<file path="src/rtl/multicycle_control.sv">
// Main control unit for a multicycle RV32I-style datapath: a Moore FSM
// that sequences fetch, decode, memory, ALU and branch steps per instruction.
module multicycle_control #(
   parameter bit ILLEGAL_HALT = 1'b1
) (
   input  logic       clk,
   input  logic       rst_n,
   input  logic [6:0] opcode,
   input  logic       mem_ready,
   input  logic       branch_taken,
   output logic       pc_write,
   output logic       ir_write,
   output logic       mem_req,
   output logic       mem_we,
   output logic       iord,
   output logic       reg_write,
   output logic       pc_src,
   output logic       illegal_instr,
   output logic [1:0] alu_src_a,
   output logic [1:0] alu_src_b,
   output logic [1:0] alu_op,
   output logic [1:0] result_src,
   output logic [3:0] state
);

   // state    | meaning
   // FETCH    | read instruction at PC, PC <= PC+4 when memory answers
   // DECODE   | decode opcode, compute PC-relative target into ALUOut
   // MEMADR   | compute load/store address rs1+imm
   // MEMREAD  | load request, wait for memory
   // MEMWB    | write loaded data to rd
   // MEMWRITE | store request, wait for memory
   // EXEC_R   | register-register ALU operation
   // EXEC_I   | register-immediate ALU operation
   // ALUWB    | write ALUOut to rd
   // BRANCH   | compare rs1/rs2, take target from ALUOut if true
   // JAL      | rd <= old_pc+4, PC <= ALUOut
   // JALR     | compute rs1+imm target into ALUOut, then reuse JAL
   // LUI      | 0 + imm
   // AUIPC    | old_pc + imm
   // TRAP     | unsupported opcode
   typedef enum logic [3:0] {
      S_FETCH    = 4'd0,
      S_DECODE   = 4'd1,
      S_MEMADR   = 4'd2,
      S_MEMREAD  = 4'd3,
      S_MEMWB    = 4'd4,
      S_MEMWRITE = 4'd5,
      S_EXEC_R   = 4'd6,
      S_EXEC_I   = 4'd7,
      S_ALUWB    = 4'd8,
      S_BRANCH   = 4'd9,
      S_JAL      = 4'd10,
      S_JALR     = 4'd11,
      S_LUI      = 4'd12,
      S_AUIPC    = 4'd13,
      S_TRAP     = 4'd15
   } state_t;

   localparam logic [6:0] OP_LOAD   = 7'b0000011;
   localparam logic [6:0] OP_STORE  = 7'b0100011;
   localparam logic [6:0] OP_R      = 7'b0110011;
   localparam logic [6:0] OP_I      = 7'b0010011;
   localparam logic [6:0] OP_BRANCH = 7'b1100011;
   localparam logic [6:0] OP_JAL    = 7'b1101111;
   localparam logic [6:0] OP_JALR   = 7'b1100111;
   localparam logic [6:0] OP_LUI    = 7'b0110111;
   localparam logic [6:0] OP_AUIPC  = 7'b0010111;

   localparam logic [1:0] SRCA_PC    = 2'b00;
   localparam logic [1:0] SRCA_OLDPC = 2'b01;
   localparam logic [1:0] SRCA_RS1   = 2'b10;
   localparam logic [1:0] SRCA_ZERO  = 2'b11;
   localparam logic [1:0] SRCB_RS2   = 2'b00;
   localparam logic [1:0] SRCB_IMM   = 2'b01;
   localparam logic [1:0] SRCB_FOUR  = 2'b10;
   localparam logic [1:0] ALU_ADD    = 2'b00;
   localparam logic [1:0] ALU_CMP    = 2'b01;
   localparam logic [1:0] ALU_FUNCT  = 2'b10;
   localparam logic [1:0] RES_ALUOUT = 2'b00;
   localparam logic [1:0] RES_MEM    = 2'b01;
   localparam logic [1:0] RES_ALU    = 2'b10;

   state_t state_q, state_d;

   logic pc_write_c, ir_write_c, mem_req_c, mem_we_c, iord_c;
   logic reg_write_c, pc_src_c, illegal_c;

   function automatic state_t decode_next(input logic [6:0] op);
      state_t nxt;
      case (op)
         OP_LOAD, OP_STORE: nxt = S_MEMADR;
         OP_R:              nxt = S_EXEC_R;
         OP_I:              nxt = S_EXEC_I;
         OP_BRANCH:         nxt = S_BRANCH;
         OP_JAL:            nxt = S_JAL;
         OP_JALR:           nxt = S_JALR;
         OP_LUI:            nxt = S_LUI;
         OP_AUIPC:          nxt = S_AUIPC;
         default:           nxt = S_TRAP;
      endcase
      return nxt;
   endfunction

   always_ff @(posedge clk or negedge rst_n) begin
      if (!rst_n) begin
         state_q <= S_FETCH;
      end else begin
         state_q <= state_d;
      end
   end

   always_comb begin
      state_d     = state_q;
      pc_write_c  = 1'b0;
      ir_write_c  = 1'b0;
      mem_req_c   = 1'b0;
      mem_we_c    = 1'b0;
      iord_c      = 1'b0;
      reg_write_c = 1'b0;
      pc_src_c    = 1'b0;
      illegal_c   = 1'b0;
      alu_src_a   = SRCA_PC;
      alu_src_b   = SRCB_RS2;
      alu_op      = ALU_ADD;
      result_src  = RES_ALUOUT;

      case (state_q)
         S_FETCH: begin
            mem_req_c  = 1'b1;
            alu_src_a  = SRCA_PC;
            alu_src_b  = SRCB_FOUR;
            ir_write_c = mem_ready;
            pc_write_c = mem_ready;
            if (mem_ready) state_d = S_DECODE;
         end
         S_DECODE: begin
            alu_src_a = SRCA_OLDPC;
            alu_src_b = SRCB_IMM;
            state_d   = decode_next(opcode);
         end
         S_MEMADR: begin
            alu_src_a = SRCA_RS1;
            alu_src_b = SRCB_IMM;
            state_d   = (opcode == OP_LOAD) ? S_MEMREAD : S_MEMWRITE;
         end
         S_MEMREAD: begin
            mem_req_c = 1'b1;
            iord_c    = 1'b1;
            if (mem_ready) state_d = S_MEMWB;
         end
         S_MEMWB: begin
            result_src  = RES_MEM;
            reg_write_c = 1'b1;
            state_d     = S_FETCH;
         end
         S_MEMWRITE: begin
            mem_req_c = 1'b1;
            mem_we_c  = 1'b1;
            iord_c    = 1'b1;
            if (mem_ready) state_d = S_FETCH;
         end
         S_EXEC_R: begin
            alu_src_a = SRCA_RS1;
            alu_src_b = SRCB_RS2;
            alu_op    = ALU_FUNCT;
            state_d   = S_ALUWB;
         end
         S_EXEC_I: begin
            alu_src_a = SRCA_RS1;
            alu_src_b = SRCB_IMM;
            alu_op    = ALU_FUNCT;
            state_d   = S_ALUWB;
         end
         S_LUI: begin
            alu_src_a = SRCA_ZERO;
            alu_src_b = SRCB_IMM;
            state_d   = S_ALUWB;
         end
         S_AUIPC: begin
            alu_src_a = SRCA_OLDPC;
            alu_src_b = SRCB_IMM;
            state_d   = S_ALUWB;
         end
         S_ALUWB: begin
            result_src  = RES_ALUOUT;
            reg_write_c = 1'b1;
            state_d     = S_FETCH;
         end
         S_BRANCH: begin
            alu_src_a  = SRCA_RS1;
            alu_src_b  = SRCB_RS2;
            alu_op     = ALU_CMP;
            pc_src_c   = 1'b1;
            pc_write_c = branch_taken;
            state_d    = S_FETCH;
         end
         S_JALR: begin
            alu_src_a = SRCA_RS1;
            alu_src_b = SRCB_IMM;
            state_d   = S_JAL;
         end
         S_JAL: begin
            alu_src_a   = SRCA_OLDPC;
            alu_src_b   = SRCB_FOUR;
            result_src  = RES_ALU;
            reg_write_c = 1'b1;
            pc_src_c    = 1'b1;
            pc_write_c  = 1'b1;
            state_d     = S_FETCH;
         end
         S_TRAP: begin
            illegal_c = 1'b1;
            state_d   = ILLEGAL_HALT ? S_TRAP : S_FETCH;
         end
         default: begin
            state_d = S_FETCH;
         end
      endcase
   end

   // Enables are gated by rst_n so a reset kills a pending request within the same cycle.
   assign pc_write      = pc_write_c  & rst_n;
   assign ir_write      = ir_write_c  & rst_n;
   assign mem_req       = mem_req_c   & rst_n;
   assign mem_we        = mem_we_c    & rst_n;
   assign reg_write     = reg_write_c & rst_n;
   assign illegal_instr = illegal_c   & rst_n;
   assign iord          = iord_c;
   assign pc_src        = pc_src_c;
   assign state         = state_q;

endmodule

</file>
<file path="config.mk">
export PLATFORM = sky130hd
export DESIGN_NAME = multicycle_control
export DESIGN_NICKNAME = d
export VERILOG_FILES = /design/src/rtl/multicycle_control.sv
export SDC_FILE = /design/constraint.sdc
export NUM_CORES = 1
export LEC_CHECK = 0
export CAP_MARGIN = 20
export CELL_PAD_IN_SITES_DETAIL_PLACEMENT = 0
export CELL_PAD_IN_SITES_GLOBAL_PLACEMENT = 2
export CORE_ASPECT_RATIO = 1.75
export CORE_MARGIN = 3
export CORE_UTILIZATION = 21
export DETAILED_ROUTE_END_ITERATION = 10
export HOLD_SLACK_MARGIN = 0.02
export PLACE_DENSITY = 0.82
export RECOVER_POWER = 100
export SYNTH_ARGS = -nofsm -noshare
export SYNTH_HDL_FRONTEND = slang
export SYNTH_SLANG_ARGS = --single-unit
</file>
<file path="constraint.sdc">
create_clock -name clk -period 4.1 [get_ports clk]
set_input_delay 0.82 -clock clk [delete_from_list [all_inputs] [get_ports clk]]
set_output_delay 0.82 -clock clk [all_outputs]
set_load 0.005 [all_outputs]
</file>
==> results.txt <==
TritonCTS Buffers - 3
Cell Count, Final, Fillers Out - 150
P_int - 0.333 mW
Final hold vios - 0
Status - finished clean
Initial antenna violation count - 0
Worst skew pair latency - 210 ps
Placed Area - 932 um^2
Nets - 136
Clock power share - 13.0%
Leading area contributor after synthesis - dfrtp_1
Cell area after layout - 963 um^2
YS warnings - 0
Net Sw Frac - 46.3%
Critical Path AT - 2730 ps
Grt met3 use - 2.95%
Share of cells above drive strength 1 - 4.88%
Chip Height - 78.8 um
Via density - 5.29
Kind of critical path - in -> out
ANT cells - 0
Slowest-stage cell, CP - dlygate4sd3_1
Worst ir drop on vdd - 221 uV
CTS sink cnt - 4
Dpl hpwl - 1.59 mm
CTS Hold Bufs - 0
Combinational power share - 63.0%
Least-Margin Pin Slew - 637 ps
FP Rows - 25
Post-synthesis register bit count - 4
I/O pin count - 31
Final count of pins violating max slew - 0
Synth cell types - 38
Finished Core Util - 34.6%
Number of enable flip-flop cells after synthesis - 0
Area contributors post-synth - dfrtp_1, nor3_1, nor2_1
Top cell type's share of synthesized area - 15.7%
Fin Hold WS - 868 ps
Number of remaining DRC errors - 0
Max FFs per register - 4
Total GRT Usage - 12.2%
Max incr delay on CP - 680 ps
Clock Root Buffer - clkbuf_8
DR WL/cell - 13.8 um
Pre-CTS setup slack - 621 ps
PostCTS Resize Cnt - 0
RSZ-0062 raised after global routing - no
Setup crit start kind - primary input
Post-synth net total - 108
Postcts setup bufs - 0
Tmin final - 3550 ps
Longest Clk Path Bufs - 2
Global-route wire length before repair - 3.53 mm
Switching power of the nets - 0.287 mW
Most common cell after layout, fill and taps aside - dlygate4sd3_1
CP max FO - 7
Worst Path Buf+Inv - 2
Worst Path Required - 3280 ps
DR vias - 794
Die Wd - 47.6 um
Final Cycle Share - 86.7%
DRT iter0 DRCs - 31
GRT Max-Usage Layer - met2
Highest-count cells in the layout ignoring fill and taps - dlygate4sd3_1, nor2_1, nor3_1
CP top delay family - buffers and inverters
Mapped cell area - 636 um^2
Max_cap viols - 0
Crit. End Element - output pin
DRT Wirelength - 2.06 mm
M2 GR Usage - 21.4%
Post-DRT Antenna Nets - 0
CTS tree - built
Post-synth ARST share - 100%
RD Place Congestion - 0.762
Met1 usage - 14.4%
TritonRoute pass-1 iters - 4
PortBufs - 30
Worst clock skew - 1.43 ps
CP Cell Sequence - dlygate4sd3_1 -> or2b_1 -> nor3_1 -> a21oi_1 -> nor3_1 -> dlygate4sd3_1
Setup WS post-layout - 546 ps
Final setup violation count - 0
Prevailing post-synth register cell - dfrtp_1
Initial Util - 22.8%
Achievable Freq - 0.281 GHz
Tot Pwr - 0.621 mW
H-tree levels - 1
Vias in the first global route - 795
Gr ovfl total - 0
CTS clk-pin slew, worst paths - 30 ps
Hold Crit Class - reg -> reg
Largest net degree at the start of global routing - 23
Power density over the cells - 644 nW/um^2
Placed insts - 147
Layout area overhead - 51.6%
Setup_tns - 0 ps
Seq pwr share - 23.9%
Post-Synthesis Cells - 97
Core box area - 2780 um^2
Seq/Total Area, Yosys - 15.7%
Max_slew headroom - 57.6%
Full die area - 3750 um^2
# fillers - 324
Syn Area/Cell - 6.55 um^2
LEAKAGE - 0.418 nW
worst paths after layout:
check	start	end	slack, ps	depth (start not counted)
min	state[1]	state[1]	870	2
min reg2reg	state[1]	state[1]	870	2
max reg2reg	state[0]	state[1]	2150	4
max	mem_ready	pc_write	550	6
min in group asynchronous	rst_n	state[3]	970	1
max in group asynchronous	rst_n	state[1]	2860	1
kinds of logic (layout without fill, tap and decap cells):
kind of cell	count (synthesis)	in the layout	synth area share (%)
compound gates	26	26	28.9
buf+inv	13	39	9.45
xor+xnor	2	2	2.76
simple gates	51	51	41.5
mux	1	1	1.57
flops	4	4	15.7
power groups by stage:
stage	Sequential, mW	Clock (mW)	Combinational, mW
finish	0.149	0.0810	0.391
global route	0.161	0.0863	0.440
CTS	0.152	0.0832	0.434
detailed placement	0.153	0	0.432
global placement	0.154	0	0.433
floorplan	0.0758	0	0.302
synthesized netlist by cell type, types with 3 or more instances:
cell type and instances:
a21oi_1 5, clkbuf_1 5, dfrtp_1 4, inv_1 5, nand2_1 7, nand3_1 5
nor2_1 12, nor2b_1 3, nor3_1 11, o21ai_0 4, o21ai_1 5
worst reg2reg max path, stage by stage (launching register included):
cell       delay (ps)
dfrtp_1           540
or4_1             570
or4_1             450
a2bb2oi_1         160
o22ai_2           140
area by class of cell:
type / count / area (um^2) / share of cell area (%)
repair buffers: 30 / 300 / 31.2
inverters: 6 / 22.5 / 2.34
well taps: 27 / 33.8 / 3.51
clock buffers: 3 / 41.3 / 4.29
multi-input cells: 80 / 465 / 48.3
flip-flops and latches: 4 / 100 / 10.4
per-layer routing:
layer  wire length, um  vias up  share of wire [%]
met1               853      361                 41
met3                72        0                3.5
met4                 0        0                  0
li1                  -      412                  -
met2              1140       21                 55
met5                 0        -                  0
(Power assumes the default switching activity.)
